File: config.mk
export PLATFORM = sky130hd
export DESIGN_NAME = rpm_edge_meter
export DESIGN_NICKNAME = d
export VERILOG_FILES = /design/src/rtl/rpm_edge_meter.sv
export SDC_FILE = /design/constraint.sdc
export NUM_CORES = 1
export LEC_CHECK = 0
export BUFFER_PORTS_ARGS = -buffer_cell sky130_fd_sc_hd__buf_2
export CORE_MARGIN = 2
export CORE_UTILIZATION = 45
export CTS_CLUSTER_SIZE = 12
export DETAILED_ROUTE_END_ITERATION = 8
export GPL_TIMING_DRIVEN = 0
export PLACE_DENSITY = 0.71
export SLEW_MARGIN = 25
export SYNTH_ARGS = -nofsm -noshare
export SYNTH_HDL_FRONTEND = slang
export SYNTH_SLANG_ARGS = --single-unit
File: constraint.sdc
create_clock -name clk -period 4.06 [get_ports clk]
set_input_delay 0.406 -clock clk [delete_from_list [all_inputs] [get_ports clk]]
set_output_delay 0.406 -clock clk [all_outputs]
set_load 0.005 [all_outputs]
File: src/rtl/rpm_edge_meter.sv
// Multi-channel tachometer front end: synchroniser, glitch filter, edge pulse
// generator and saturating period meter with stall detection per channel.
module rpm_edge_meter #(
    parameter int CH          = 2,
    parameter int SYNC_STAGES = 2,
    parameter int FILT_W      = 4,
    parameter int PER_W       = 16
) (
    input  logic                  clk,
    input  logic                  rst,
    input  logic [CH-1:0]         rpm,
    input  logic [2*CH-1:0]       mode,
    input  logic [FILT_W-1:0]     filt_len,
    output logic [CH-1:0]         level,
    output logic [CH-1:0]         edge_pulse,
    output logic [CH*PER_W-1:0]   period,
    output logic [CH-1:0]         period_valid,
    output logic [CH-1:0]         timeout
);

    localparam logic [PER_W-1:0] PER_MAX = '1;

    for (genvar gi = 0; gi < CH; gi++) begin : g_ch

        logic [SYNC_STAGES-1:0] sync_q;
        logic                   sync_s;
        logic                   level_q, level_d;
        logic [FILT_W-1:0]      fcnt_q, fcnt_d;
        logic                   edge_q, edge_d;
        logic [1:0]             mode_ch;
        logic                   rise, fall;
        logic [PER_W-1:0]       per_cnt_q, per_cnt_d;
        logic [PER_W-1:0]       period_q, period_d;
        logic                   valid_q, valid_d;
        logic                   timeout_q, timeout_d;
        logic                   armed_q, armed_d;
        logic                   sat;

        assign sync_s  = sync_q[SYNC_STAGES-1];
        assign mode_ch = mode[2*gi +: 2];

        // Sync chain resets to 1 so an idle-high sensor produces no edge on release.
        always_ff @(posedge clk or negedge rst) begin
            if (!rst) begin
                sync_q <= '1;
            end else begin
                sync_q <= {sync_q[SYNC_STAGES-2:0], rpm[gi]};
            end
        end

        always_comb begin
            level_d = level_q;
            fcnt_d  = fcnt_q;
            if (sync_s == level_q) begin
                fcnt_d = '0;
            end else if (fcnt_q == filt_len) begin
                level_d = sync_s;
                fcnt_d  = '0;
            end else begin
                fcnt_d = fcnt_q + 1'b1;
            end
        end

        // The pulse is decided from the filter's next state so it lines up with the level change.
        always_comb begin
            rise = ~level_q & level_d;
            fall = level_q & ~level_d;
            case (mode_ch)
                2'b01:   edge_d = rise;
                2'b10:   edge_d = fall;
                2'b11:   edge_d = rise | fall;
                default: edge_d = 1'b0;
            endcase
        end

        always_comb begin
            sat       = (per_cnt_q == PER_MAX);
            per_cnt_d = per_cnt_q;
            period_d  = period_q;
            valid_d   = 1'b0;
            timeout_d = timeout_q;
            armed_d   = armed_q;
            if (edge_q) begin
                per_cnt_d = '0;
                if (armed_q && !sat) begin
                    period_d = per_cnt_q + 1'b1;
                    valid_d  = 1'b1;
                end
                armed_d   = 1'b1;
                timeout_d = 1'b0;
            end else if (!sat) begin
                per_cnt_d = per_cnt_q + 1'b1;
            end else begin
                timeout_d = 1'b1;
                armed_d   = 1'b0;
            end
        end

        always_ff @(posedge clk or negedge rst) begin
            if (!rst) begin
                level_q   <= 1'b1;
                fcnt_q    <= '0;
                edge_q    <= 1'b0;
                per_cnt_q <= '0;
                period_q  <= '0;
                valid_q   <= 1'b0;
                timeout_q <= 1'b0;
                armed_q   <= 1'b0;
            end else begin
                level_q   <= level_d;
                fcnt_q    <= fcnt_d;
                edge_q    <= edge_d;
                per_cnt_q <= per_cnt_d;
                period_q  <= period_d;
                valid_q   <= valid_d;
                timeout_q <= timeout_d;
                armed_q   <= armed_d;
            end
        end

        assign level[gi]                 = level_q;
        assign edge_pulse[gi]            = edge_q;
        assign period[PER_W*gi +: PER_W] = period_q;
        assign period_valid[gi]          = valid_q;
        assign timeout[gi]               = timeout_q;

    end

endmodule

# Yosys cells after proc, flatten, opt, wreduce, memory -nomap -nowiden
# Cells that the tools add are included.
word_totals:
  wordCells: 80
  inputBits: 12
  out_inout_bits: 40
  register_bits: 86
op_classes:
  mux: 26
  n_eq_ne: 14
  n_reduce_logical: 8
  n_addsub: 4
  bitwise_logic: 10
op_table:
  columns: ["op", "n"]
  rows:
  - ["2-to-1 mux 16 bit", 4]
  - ["adder 16 x 1 -> 16 bit, second input constant", 2]
  - ["== test 16 bit, second input constant", 2]
  - ["2-to-1 mux 1 bit", 16]
  - ["2-to-1 mux 4 bit", 4]
  - ["adder 4 x 1 -> 4 bit, second input constant", 2]
  - ["== test 2 bit, second input constant", 4]
  - ["== test 4 bit", 2]
  - ["one-hot mux 1 bit (3 select lines)", 2]
  - ["AND 1 bit", 4]
  - ["== test 2 x 1 -> 1 bit, second input constant", 2]
  - ["!= test 2 bit, second input constant", 2]
  - ["NOT 1 bit", 4]
  - ["AND reduction 2 bit", 2]
  - ["nonzero test 2 bit", 2]
  - ["== test 1 bit", 2]
  - ["logical AND 1 bit", 2]
  - ["logical NOT 1 bit", 2]
  - ["bitwise OR 1 bit", 2]

# Longest topological paths before layout
logic_depth:
  ltp_word: 7
  mapped_depth: 8
  depth_no_buf: 8

# Worst setup path before layout
# No wires, ideal clock.
synth_timing:
  path_kind: "reg2reg"
  from: "reg g_ch[1].per_cnt_q[0]"
  to: "reg g_ch[1].per_cnt_q[1]"
  path_stages_with_launch: 7
  path_slack_ns: 2.247
  arrival_time_ns: 1.681
  setup_time_ns: 0.132
  n_path_buf: 1
  cell_sequence: "dfrtp_1 -> ha_1 -> nand4_4 -> or4_1 -> buf_2 -> mux2i_1 -> nor2_1"
synth_between:
  elab_chain_cells: 3
synth_rtl:
  columns: ["element", "line_no", "rtl"]
  rows:
  - ["from (decl)", "32", "logic [PER_W-1:0] per_cnt_q, per_cnt_d;"]
  - ["from (signal assigned)", "113", "per_cnt_q <= per_cnt_d;"]
  - ["adder 16 x 1 -> 16 bit", "92", "per_cnt_d = per_cnt_q + 1'b1;"]
  - ["2-to-1 mux 16 bit", "91", "end else if (!sat) begin"]
  - ["2-to-1 mux 16 bit", "83", "if (edge_q) begin"]
# Parallel ways exist; a longest one is shown, timed or not. The select of a mux whose other input is x is not followed.
# A chain may end at the register's enable or synchronous reset.

# Final worst setup path
layout_timing:
  from: "reg g_ch[0].per_cnt_q[0]"
  to: "reg g_ch[0].per_cnt_q[6]"
layout_between:
  elab_chain_cells: 3
layout_rtl:
  columns: ["element", "line_no"]
  rows:
  - ["from (decl)", "32"]
  - ["from (signal assigned)", "113"]
  - ["adder 16 x 1 -> 16 bit", "92"]
  - ["2-to-1 mux 16 bit", "91"]
  - ["2-to-1 mux 16 bit", "83"]
# Parallel ways exist; a longest one is shown, timed or not. The select of a mux whose other input is x is not followed.

==> impl_results.md <==
* VDD IR-drop max at 244 uV
* Number of max-cap violations at 0
* Gate Count Post-Synth at 359
* Slowest cell on the critical path: nor4_4
* Final Hold Vio Count at 0
* CTS H-tree depth at 3
* CP arrival at 2.30 ns
* Worst Skew at 0.0111 ns
* Max Slew Vio Count at 0
* Commonest non-fill, non-tap cells in the layout: dfrtp_1 (80), buf_2 (55), xnor2_1 (30), a21oi_1 (30), inv_1 (24)
* Crit path max fanout at 10
* Buf/Inv on CP at 1
* Crit path max-delay family: simple AND/OR/NAND/NOR gates
* Rel. slew slack at 60.4%
* Global-route wire length before repair at 13.8 mm
* GRT Overall Usage at 17.7%
* Area of the multi-input gates at 1630 sq um
* Final HPWL DP at 5.78 mm
* Final Wtd Congestion at 0.840
* Outcome: complete, no violations
* Ys Warns at 0
* RSZ-0062 raised after global routing: no
* Worst-Margin Slew at 0.588 ns
* Initial antenna violation count at 0
* Worst min path class: in -> reg
* Worst r2r path cells at 6
* Final Cycle Share at 50.2%
* DRT iter0 DRCs at 76
* # port buffers at 51
* Overflow after GRT at 0
* Startpoint Class: flop
* Sequential share of the synthesized area at 53.9%
* Leakage Power at 0.00214 uW
* Inst Count DP at 519
* Total Wirelength at 8.02 mm
* Avg Vias per Cell at 5.37
* Core Util, Final at 53.4%
* Sequential cell area at 2160 sq um
* Post-Syn Area at 4010 sq um
* Crit path required time at 4.32 ns
* Layout net count at 441
* F_max at 0.491 GHz
* Commonest non-fill, non-tap cell in the layout: dfrtp_1
* Clk sink count at 86
* TNS Setup at 0 ns
* Clk_lat worst skew at 0.35 ns
* CP peak stage delay at 0.46 ns
* CTS tree: yes
* Critical path origin: g_ch[0].per_cnt_q[0]$_DFFE_PN0P_
* CTS buffer count at 9
* Vias in the first global route at 2854
* Max Root-Sink Buffers at 2
* Final setup viols at 0
* Final instance area at 4640 sq um
* Row count at 34
* Post-synth EDFFs at 0
* Post-CTS sizing at 0
* CP endpoint kind: flop
* Via count at 2879
* Largest net degree at the start of global routing at 57
* Drt pass-1 iters at 4
* Clk Tree Root Cell: clkbuf_8
* Power Density at 515 nW/um^2
* Post-CTS Setup Repair Bufs at 0
* Die H at 98.4 microns
* Antenna Violating Nets Remaining at 0
* PnR Total Power at 2390 uW
* Number of fill cells at 811
* Syn Area/Cell at 11.2 sq um
* Main flop type after synthesis: dfrtp_1
* Unique masters post-synth at 37
* Routed length per instance at 15.0 microns
* Die ar. at 9680 sq um
* R2r startpoint: g_ch[0].per_cnt_q[0]$_DFFE_PN0P_
* CP Class: reg -> reg
* P&R area growth vs syn at 15.6%
* FFs w/ async S/R, synth at 100%
* Placed inst area at 4430 sq um
* Core box area at 8680 sq um
* Worst hold start: rpm[1]
* WP depth at 6
* IO Count at 52
* N_diodes at 0
* Syn_nets at 377
* DRC at 0
* Crit path time final at 2.04 ns
* Clock Pin Slew Worst Setup and Hold Paths at 0.08 ns
* Non-filler cells, final at 536
* Initial Util at 46.2%
* Crit-path cells: ha_1, nand3_2, nor4_4, nand2_1, buf_2, a21oi_1
* Fraction of layout cells with a size suffix above 1 at 23.1%
* Die W at 98.4 microns
* Hold path cells at 1
* CTS Hold Bufs at 1
* Number of synthesized register bits at 86
## flip-flops by register name, indices dropped and copies added (netlist names), 4 cells and up
name and flops:
g_ch.fcnt_q 8, g_ch.per_cnt_q 32, g_ch.period_q 32, g_ch.sync_q 4
## cell type report
cell class              count  area share (%)
flip-flops and latches     86            46.6
inverters                  24            1.94
clock buffers              13            3.21
clock inverters             3           0.945
well taps                 108            2.91
repair buffers             53            6.45
multi-input cells         226            35.1
plain buffers              23            2.81
## kinds of logic after synthesis
family                   after synthesis  share of synthesized area, %
AO/OA/AOI/OAI                         69                          10.5
buffers and inverters                 47                          5.49
XOR/XNOR                              42                          9.18
flip-flops                            86                          53.9
multiplexers                          23                          5.96
adder cells (fa/ha/maj)                6                          1.87
AND/OR/NAND/NOR                       86                          13.2
## power by group
part           switching (uW)  leakage [uW]  internal [uW]
combinational             347      0.000906            305
sequential                134       0.00114           1000
clock                     295     0.0000976            303
total                     776       0.00214           1610
## final timing paths
| kind | end | slack [ns] |
|---|---|---|
| min in group asynchronous | g_ch[1].period_q[4]$_DFFE_PN0P_ | 0.51 |
| worst min-delay path | g_ch[1].sync_q[0]$_DFF_PN1_ | 0.15 |
| worst min register to register | g_ch[0].sync_q[1]$_DFF_PN1_ | 0.36 |
| worst max-delay path | g_ch[0].per_cnt_q[6]$_DFFE_PN0P_ | 2.02 |
| max in group asynchronous | g_ch[0].level_q$_DFF_PN1_ | 2.91 |
| worst max register to register | g_ch[0].per_cnt_q[6]$_DFFE_PN0P_ | 2.02 |
## per-stage QoR
| step | worst slack, ns | hold WS (ns) |
|---|---|---|
| after floorplan | 2.25 | 0.110 |
| after global placement | 1.87 | 0.346 |
| after detailed placement | 2.04 | 0.308 |
| after CTS | 2.02 | 0.129 |
| after global routing | 1.80 | 0.130 |
| final | 2.02 | 0.151 |
## cells in the mapped netlist, types with 2 or more instances
| cell type | number | area, sq um |
|---|---|---|
| nor4_4 | 2 | 42.5 |
| o41ai_1 | 3 | 26.3 |
| mux2_2 | 6 | 67.6 |
| nor4_1 | 7 | 43.8 |
| ha_1 | 6 | 75.1 |
| a21o_1 | 2 | 15.0 |
| or4_1 | 2 | 15.0 |
| and4_1 | 2 | 17.5 |
| nand4_1 | 9 | 56.3 |
| nand2_1 | 14 | 52.6 |
| nor2_1 | 16 | 60.1 |
| buf_4 | 8 | 60.1 |
| mux2i_1 | 16 | 160 |
| a21oi_1 | 30 | 150 |
| dfstp_2 | 6 | 158 |
| inv_1 | 24 | 90.1 |
| nor3_1 | 10 | 50.1 |
| xnor2_1 | 30 | 263 |
| and3_1 | 4 | 25.0 |
| nand3_1 | 14 | 70.1 |
| xor2_1 | 12 | 105 |
| clkbuf_1 | 9 | 33.8 |
| nand4_4 | 3 | 63.8 |
| buf_2 | 5 | 25.0 |
| o31ai_1 | 14 | 105 |
| dfrtp_1 | 80 | 2000 |
| o21ai_0 | 15 | 75.1 |
## routing by layer
layer | vias to the layer above | GRT usage [%] | share of wire, %
li1 | 1387 | - | -
met1 | 1411 | 24.8 | 47
met2 | 70 | 27.2 | 47
met3 | 11 | 3.15 | 4.5
met4 | 0 | 7.38 | 1.6
met5 | - | 0 | 0
(Power assumes the default switching activity.)
